==> config.mk <==
export PLATFORM = sky130hd
export DESIGN_NAME = data_arb_flat
export DESIGN_NICKNAME = d
export VERILOG_FILES = /design/src/rtl/data_arb_if.sv /design/src/rtl/data_arb.sv /design/src/flat_wrapper.sv
export SDC_FILE = /design/constraint.sdc
export NUM_CORES = 1
export LEC_CHECK = 0
export BUFFER_PORTS_ARGS = -buffer_cell sky130_fd_sc_hd__buf_2
export CELL_PAD_IN_SITES_DETAIL_PLACEMENT = 2
export CELL_PAD_IN_SITES_GLOBAL_PLACEMENT = 2
export CORE_UTILIZATION = 45
export DETAILED_ROUTE_END_ITERATION = 6
export GPL_ROUTABILITY_DRIVEN = 0
export GPL_TIMING_DRIVEN = 1
export PLACE_DENSITY = 0.81
export SYNTH_ARGS = -nofsm -noshare
export SYNTH_HDL_FRONTEND = slang
export SYNTH_SLANG_ARGS = --single-unit
==> constraint.sdc <==
create_clock -name clk -period 8.6 [get_ports clk]
set_clock_uncertainty 0.05 [all_clocks]
set_input_delay 0 -clock clk [delete_from_list [all_inputs] [get_ports clk]]
set_output_delay 0 -clock clk [all_outputs]
set_load 0.01 [all_outputs]
==> src/rtl/data_arb_if.sv <==
// data_arb_if: producer handshakes, mode/tick controls and display outputs of data_arb
//   tick          one-clk enable from the slow-clock divider
//   modulo[1:0]   00 idle, 01 Fibonacci, 10 Timer, 11 round-robin
//   fib_req/fib_data/fib_ack  Fibonacci producer handshake
//   tmr_req/tmr_data/tmr_ack  Timer producer handshake
//   data_2/src    displayed word and its source id (01 fib, 10 tmr, 00 none)
//   full/empty    FIFO status
//   underrun_cnt  ticks that found the FIFO empty
interface data_arb_if #(parameter int CNT_W = 8);
   logic             tick;
   logic [1:0]       modulo;
   logic             fib_req;
   logic [15:0]      fib_data;
   logic             fib_ack;
   logic             tmr_req;
   logic [15:0]      tmr_data;
   logic             tmr_ack;
   logic [15:0]      data_2;
   logic [1:0]       src;
   logic             full;
   logic             empty;
   logic [CNT_W-1:0] underrun_cnt;
   modport slave (
      input  tick, modulo, fib_req, fib_data, tmr_req, tmr_data,
      output fib_ack, tmr_ack, data_2, src, full, empty, underrun_cnt
   );
   modport master (
      output tick, modulo, fib_req, fib_data, tmr_req, tmr_data,
      input  fib_ack, tmr_ack, data_2, src, full, empty, underrun_cnt
   );
endinterface

==> src/rtl/data_arb.sv <==
// data_arb: arbitrates Fibonacci/Timer words into a FIFO and releases one word per tick
//   clk  system clock
//   rst  asynchronous active-low reset
//   b    data_arb_if.slave: tick, modulo, producer handshakes, data_2/src, full/empty, underrun_cnt
//   DATA_ARB_UNDERRUN_CNT_EN  when defined, underrun_cnt counts empty ticks; otherwise it is tied to 0
module data_arb #(
   parameter int DEPTH = 4,
   parameter int CNT_W = 8
) (
   input logic       clk,
   input logic       rst,
   data_arb_if.slave b
);
   localparam int AW = $clog2(DEPTH);
   localparam int OW = AW + 1;
   logic [17:0]   mem [DEPTH];
   logic [AW-1:0] wp, rp;
   logic [OW-1:0] occ;
   logic [1:0]    mode, src;
   logic [15:0]   data;
   logic          flush, last_tmr, fib_ack, tmr_ack;
   logic          go, act, full, empty, fib_el, tmr_el, gnt_f, gnt_t, push, pop;
   assign full  = occ == OW'(DEPTH);
   assign empty = occ == '0;
   // nothing is granted or popped while a mode change is pending or being flushed
   assign go     = (b.modulo == mode) && !flush;
   assign act    = mode != 2'b00;
   assign fib_el = b.fib_req && mode[0] && !full && !fib_ack;
   assign tmr_el = b.tmr_req && mode[1] && !full && !tmr_ack;
   assign gnt_f  = go && fib_el && (!tmr_el || last_tmr);
   assign gnt_t  = go && tmr_el && !gnt_f;
   assign push   = gnt_f || gnt_t;
   assign pop    = go && act && b.tick && !empty;
   always_ff @(posedge clk)
      if (push) mem[wp] <= {gnt_t, gnt_f, gnt_t ? b.tmr_data : b.fib_data};
   always_ff @(posedge clk or negedge rst)
      if (!rst) begin
         mode     <= 2'b00;
         flush    <= 1'b0;
         last_tmr <= 1'b1;
         fib_ack  <= 1'b0;
         tmr_ack  <= 1'b0;
         wp       <= '0;
         rp       <= '0;
         occ      <= '0;
         data     <= '0;
         src      <= 2'b00;
      end else begin
         mode    <= b.modulo;
         flush   <= b.modulo != mode;
         fib_ack <= gnt_f;
         tmr_ack <= gnt_t;
         if (push) last_tmr <= gnt_t;
         if (flush) begin
            wp  <= '0;
            rp  <= '0;
            occ <= '0;
         end else begin
            if (push) wp <= wp + AW'(1);
            if (pop) begin
               rp   <= rp + AW'(1);
               data <= mem[rp][15:0];
               src  <= mem[rp][17:16];
            end
            occ <= occ + OW'(push) - OW'(pop);
         end
      end
   assign b.fib_ack = fib_ack;
   assign b.tmr_ack = tmr_ack;
   assign b.data_2  = data;
   assign b.src     = src;
   assign b.full    = full;
   assign b.empty   = empty;
`ifdef DATA_ARB_UNDERRUN_CNT_EN
   logic [CNT_W-1:0] ucnt;
   always_ff @(posedge clk or negedge rst)
      if (!rst) ucnt <= '0;
      else if (go && act && b.tick && empty && ucnt != '1) ucnt <= ucnt + CNT_W'(1);
   assign b.underrun_cnt = ucnt;
`else
   assign b.underrun_cnt = CNT_W'(0);
`endif
endmodule
==> src/flat_wrapper.sv <==
// flat-port wrapper written by rule: the top's interface ports become plain ports
module data_arb_flat 
#(
   parameter int DEPTH = 4,
   parameter int CNT_W = 8
)
  (clk, rst, b_tick, b_modulo, b_fib_req, b_fib_data, b_tmr_req, b_tmr_data, b_fib_ack, b_tmr_ack, b_data_2, b_src, b_full, b_empty, b_underrun_cnt);
  data_arb_if #(.CNT_W(CNT_W)) b_i ();
  input logic clk;
  input logic rst;
  input wire logic [$bits(b_i.tick)-1:0] b_tick;
  input wire logic [$bits(b_i.modulo)-1:0] b_modulo;
  input wire logic [$bits(b_i.fib_req)-1:0] b_fib_req;
  input wire logic [$bits(b_i.fib_data)-1:0] b_fib_data;
  input wire logic [$bits(b_i.tmr_req)-1:0] b_tmr_req;
  input wire logic [$bits(b_i.tmr_data)-1:0] b_tmr_data;
  output wire logic [$bits(b_i.fib_ack)-1:0] b_fib_ack;
  output wire logic [$bits(b_i.tmr_ack)-1:0] b_tmr_ack;
  output wire logic [$bits(b_i.data_2)-1:0] b_data_2;
  output wire logic [$bits(b_i.src)-1:0] b_src;
  output wire logic [$bits(b_i.full)-1:0] b_full;
  output wire logic [$bits(b_i.empty)-1:0] b_empty;
  output wire logic [$bits(b_i.underrun_cnt)-1:0] b_underrun_cnt;
  assign b_i.tick = b_tick;
  assign b_i.modulo = b_modulo;
  assign b_i.fib_req = b_fib_req;
  assign b_i.fib_data = b_fib_data;
  assign b_i.tmr_req = b_tmr_req;
  assign b_i.tmr_data = b_tmr_data;
  assign b_fib_ack = b_i.fib_ack;
  assign b_tmr_ack = b_i.tmr_ack;
  assign b_data_2 = b_i.data_2;
  assign b_src = b_i.src;
  assign b_full = b_i.full;
  assign b_empty = b_i.empty;
  assign b_underrun_cnt = b_i.underrun_cnt;
  data_arb #(.DEPTH(DEPTH), .CNT_W(CNT_W)) u_core (.clk(clk), .rst(rst), .b(b_i));
endmodule
Yosys cells after proc, flatten, opt, wreduce, memory -nomap -nowiden. Memory sizes are Yosys's and may differ from the RTL's. A register that Yosys moved wholly into a read port is not among the register bits. Index checks and enable logic that the tools add are counted.

Equal/unequal tests: 3. Bitwise logic cells: 1. Mux-type cells: 8. Add/sub/neg operators: 4. Reduce and logical (&&, ||, !) cells: 29.

Operators with widths (number): $mux 16 (1); $logic_and 1x1->1 (14); $logic_not 1->1 (8); $mux 2 (4); $reduce_bool 2->1 (3); $add 2x1->2 const B (2); $add 3x1->3 (1); $eq 3x3->1 const B (1); $logic_not 3->1 (1); $mux 3 (1); $sub 3x1->3 (1); $eq 2x2->1 (1); $logic_or 1x1->1 (2); $mux 1 (2); $ne 2x2->1 (1); $reduce_and 2->1 (1); $not 1->1 (1).

Memories kept: 1. Output and inout port bits: 30. Register bits after elaboration: 13. Bits in writable memories: 72. Word-level logic and storage cells: 54.

Memory list: u_core.mem (depth 4, bits a word 18, read ports 1, clocked after memory_dff 1, wr ports 1, RTL line data_arb.sv:16) `logic [17:0] mem [DEPTH];`.

Depth between registers and ports, before layout.
Depth in word-level cells: 13. Mapped depth: 12. Depth with buffers taken out: 10.

Worst setup path after synthesis. No wires, ideal clock.

Kind: register to register. From: reg u_core.mode[1]. To: reg u_core.occ[2]. Path slack: 5.727 ns. Data arrival time: 2.693 ns. Cell stages (with the launch flop): 13. Library setup time: 0.131 ns. Required time: 8.419 ns. Clock period less this slack: 2.873 ns. Cell sequence: dfrtp_1 > xor2_1 > nor4_1 > nor2b_1 > buf_2 > buf_2 > ha_1 > inv_1 > ha_1 > inv_1 > fa_1 > xnor2_1 > nor2_1.

Word-level cells in the longest chain between the ends: 12.

RTL lines: start, declared (RTL line data_arb.sv:19) `logic [1:0] mode, src;`; start signal, assigned (RTL line data_arb.sv:49) `mode <= b.modulo;`; $logic_and 1x1->1 (3 in series) (RTL line data_arb.sv:29) `assign tmr_el = b.tmr_req && mode[1] && !full && !tmr_ack;`; $logic_not 1->1 (RTL line data_arb.sv:30) `assign gnt_f = go && fib_el && (!tmr_el || last_tmr);`; $logic_or 1x1->1 (RTL line data_arb.sv:30); $logic_and 1x1->1 (RTL line data_arb.sv:30); $logic_not 1->1 (RTL line data_arb.sv:31) `assign gnt_t = go && tmr_el && !gnt_f;`; $logic_and 1x1->1 (RTL line data_arb.sv:31); $logic_or 1x1->1 (RTL line data_arb.sv:32) `assign push = gnt_f || gnt_t;`; $add 3x1->3 (RTL line data_arb.sv:65) `occ <= occ + OW'(push) - OW'(pop);`; $sub 3x1->3 * (RTL line data_arb.sv:65); $mux 3 * (RTL line data_arb.sv:54) `if (flush) begin`; end signal, assigned (RTL line data_arb.sv:65); end, declared (RTL line data_arb.sv:18) `logic [OW-1:0] occ;`.

Mark *: on every way between the ends. The rest lies on a longest branch, timed or not. A chain may end at the register's enable or synchronous reset.

Final worst setup path. Same ends and word-level chain as after synthesis.

==> results.md <==
* Crit-path slowest cell: nor2b_2
* Ant. Diodes at 0
* Final WS setup at 4.94 ns
* Final HPWL DP at 6020 um
* Synth Area in XOR/XNOR at 0.0103
* Root Buffer: clkbuf_8
* Area growth from synthesis to layout at 21.1%
* Mux contribution to synthesized area at 0.198
* Non-Filler Instances at 439
* CTS resizes at 0
* CP startpoint: u_core.mode[1]$_DFF_PN0_
* Main combinational cell family by area after synthesis: multiplexers
* Worst-Skew Late Latency at 0.36 ns
* Setup-failing EPs final at 0
* Placed inst area at 0.00461 sq mm
* CTS Sinks at 103
* Critical path class: register to register
* RR Startpoint: u_core.mode[1]$_DFF_PN0_
* Reg2reg path depth at 10
* WL met2 at 5410 um
* Hold depth at 4
* Share of flip-flops with an asynchronous set or reset at 0.301
* Initial antenna violation count at 0
* Peak supply drop at 0.106 mV
* Synth Warn # at 0
* Relative max-transition margin at 0.267
* Max clock buf depth at 2
* I/O pins at 69
* Fill count at 798
* Worst hold slack at 0.0981 ns
* H-tree Lvls at 3
* Maxcap violations at 0
* Dpl cells at 387
* Unrepaired setup endpoints after global routing: no
* CTS tree: built
* Post-synth EDFFs at 72
* Largest net degree at the start of global routing at 32
* First-iteration detailed-routing DRC count at 80
* Drt via density at 5.26
* Initial Util at 0.463
* Total area of sequential cells at 0.00294 sq mm
* Max Fanout on Critical Path at 19
* Reg clk slew, reported paths at 0.10 ns
* Routed Antenna Nets at 0
* Worst Hold Class: input port to register
* Netlist cell types at 35
* Total iterations of the first detailed-routing run at 6
* First-pass GRT wire length at 14700 um
* Fmax at 0.273 GHz
* Die Footprint at 0.00985 sq mm
* Synth Flop Type: edfxtp_1
* WL met3 at 237 um
* #FFs+latches synth at 103
* Vias in the first global route at 2648
* Multi-input gate area at 0.00120 sq mm
* Number of remaining DRC errors at 0
* Post-synthesis compound-gate area fraction at 0.0106
* Worst-path cell chain: xor2_1, nor4_1, nor2b_2, ha_1, inv_1, ha_1, inv_1, fa_1, xnor2_1, nor2_1
* Most common cell after layout, fill and taps aside: edfxtp_1
* PnR Total Power at 0.886 mW
* Worst slew pin tran at 1.10 ns
* Seq/Total Area, Yosys at 0.691
* Final min period at 3.66 ns
* Routed len/inst at 21.5 um
* Netlist Area Pre-Place at 0.00425 sq mm
* Crit end category: register
* Fraction of layout cells with a size suffix above 1 at 0.405
* Post-Synthesis Cells at 225
* WL final at 9420 um
* Die Width at 99.2 um
* Simple-Gate Fraction of Synth Area at 0.0326
* Setup TNS Final at 0 ns
* Final instance area at 0.00515 sq mm
* Setup Fix Bufs, Post-CTS at 0
* Startpoint Class: register
* Die height at 99.2 um
* Adder-cell area share of the yosys netlist at 0.0224
* Worst slack, placed at 4.86 ns
* Final nets at 369
* Power per Cell Area at 172 mW/mm^2
* Post-Route M1 WL at 3670 um
* Vias at 2308
* Req. time, crit path at 8.79 ns
* Most frequent cells in the layout: edfxtp_1, buf_2, dlygate4sd3_1
* Num rows at 35
* HP Start: b_fib_req
* Worst Path Arrival at 3.85 ns
* Final Cycle Share at 0.425
* Max-slew violation count at 0
* CP max stage delay at 0.98 ns
* IO buf count at 60
* Top Layer Used: met4
* Outcome: completed
* Core area at 0.00920 sq mm
* GRT Total Usage at 0.210
* GRT overflow at 0
* Util after Layout at 0.560
* Final hold violation count at 0
* Static Leakage at 2.08 nW
* Mapped Avg Cell Area at 18.9 sq um
* Inserted Clock Buffers at 9
worst max-delay path: cells and delay by family (launching register included):
family                     cells  cell delay, ns
adders and majority gates      3            0.93
DFF                            1            0.42
buffers and inverters          2            0.13
and+or+nand+nor                3            1.60
xor gates and xnor gates       2            0.40
sequential cells by signal, indices dropped and copies added, names as in the netlist:
register,count
u_core.mem,72
u_core.b.data_2,16
u_core.occ,3
u_core.b.src,2
u_core.mode,2
u_core.rp,2
u_core.wp,2
u_core.b.fib_ack,1
u_core.b.tmr_ack,1
u_core.flush,1
u_core.last_tmr,1
synthesized netlist by cell type, types with 2 or more instances:
cell type | count | area share
clkbuf_1 | 4 | 0.0035
a21oi_1 | 2 | 0.0024
nand2b_1 | 2 | 0.0029
nor3_1 | 2 | 0.0024
and2_1 | 4 | 0.0059
edfxtp_1 | 72 | 0.51
inv_1 | 7 | 0.0062
mux2_4 | 9 | 0.032
mux2i_1 | 2 | 0.0047
xnor2_1 | 2 | 0.0041
buf_2 | 2 | 0.0024
ha_1 | 6 | 0.018
buf_4 | 8 | 0.014
nor2_1 | 7 | 0.0062
dfrtp_1 | 30 | 0.18
xor2_1 | 3 | 0.0062
nor2b_1 | 2 | 0.0029
o21ai_0 | 2 | 0.0024
mux2_2 | 25 | 0.066
nand3b_1 | 2 | 0.0035
mux4_2 | 18 | 0.095
cell type report:
class                           instances  area share
Clock buffer                           10      0.0248
Clock inverter                          6      0.0102
Inverter                                7     0.00510
Multi-Input combinational cell        105       0.233
Sequential cell                       103       0.571
Tap cell                              111      0.0270
Timing Repair Buffer                   97       0.130
report_power, final:
part           leakage [nW]  internal (mW)  switching, mW
sequential             1.08          0.541        0.00607
combinational         0.910         0.0316         0.0261
clock                0.0854          0.110          0.171
logic make-up after synthesis:
group,Yosys count
compound gates,7
buf+inv,24
other cells,1
flops,103
fa+ha+maj,7
xor+xnor,5
simple gates,24
mux,54
routing by layer:
layer	vias to the layer above	track usage
li1	1034	-
met1	1212	0.248
met2	54	0.396
met3	8	0.0302
met4	0	0.0633
met5	-	0
path summary, 6_finish.rpt:
| check | end | slack [ns] |
|---|---|---|
| max reg2reg | u_core.occ[2]$_DFF_PN0_ | 4.94 |
| min | u_core.last_tmr$_DFFE_PN1P_ | 0.1 |
| min in group asynchronous | u_core.b.data_2[11]$_DFFE_PN0P_ | 0.19 |
| max | u_core.occ[2]$_DFF_PN0_ | 4.94 |
| min reg2reg | u_core.b.data_2[13]$_DFFE_PN0P_ | 0.47 |
| max in group asynchronous | u_core.b.src[1]$_DFFE_PN0P_ | 7.81 |
what timing repair did:
| action | in CTS | in global routing |
|---|---|---|
| hold endpoints to repair | 97 | 0 |
| hold buffers | 36 | 0 |
| setup endpoints to repair | 0 | 0 |
(Power assumes the default switching activity.)
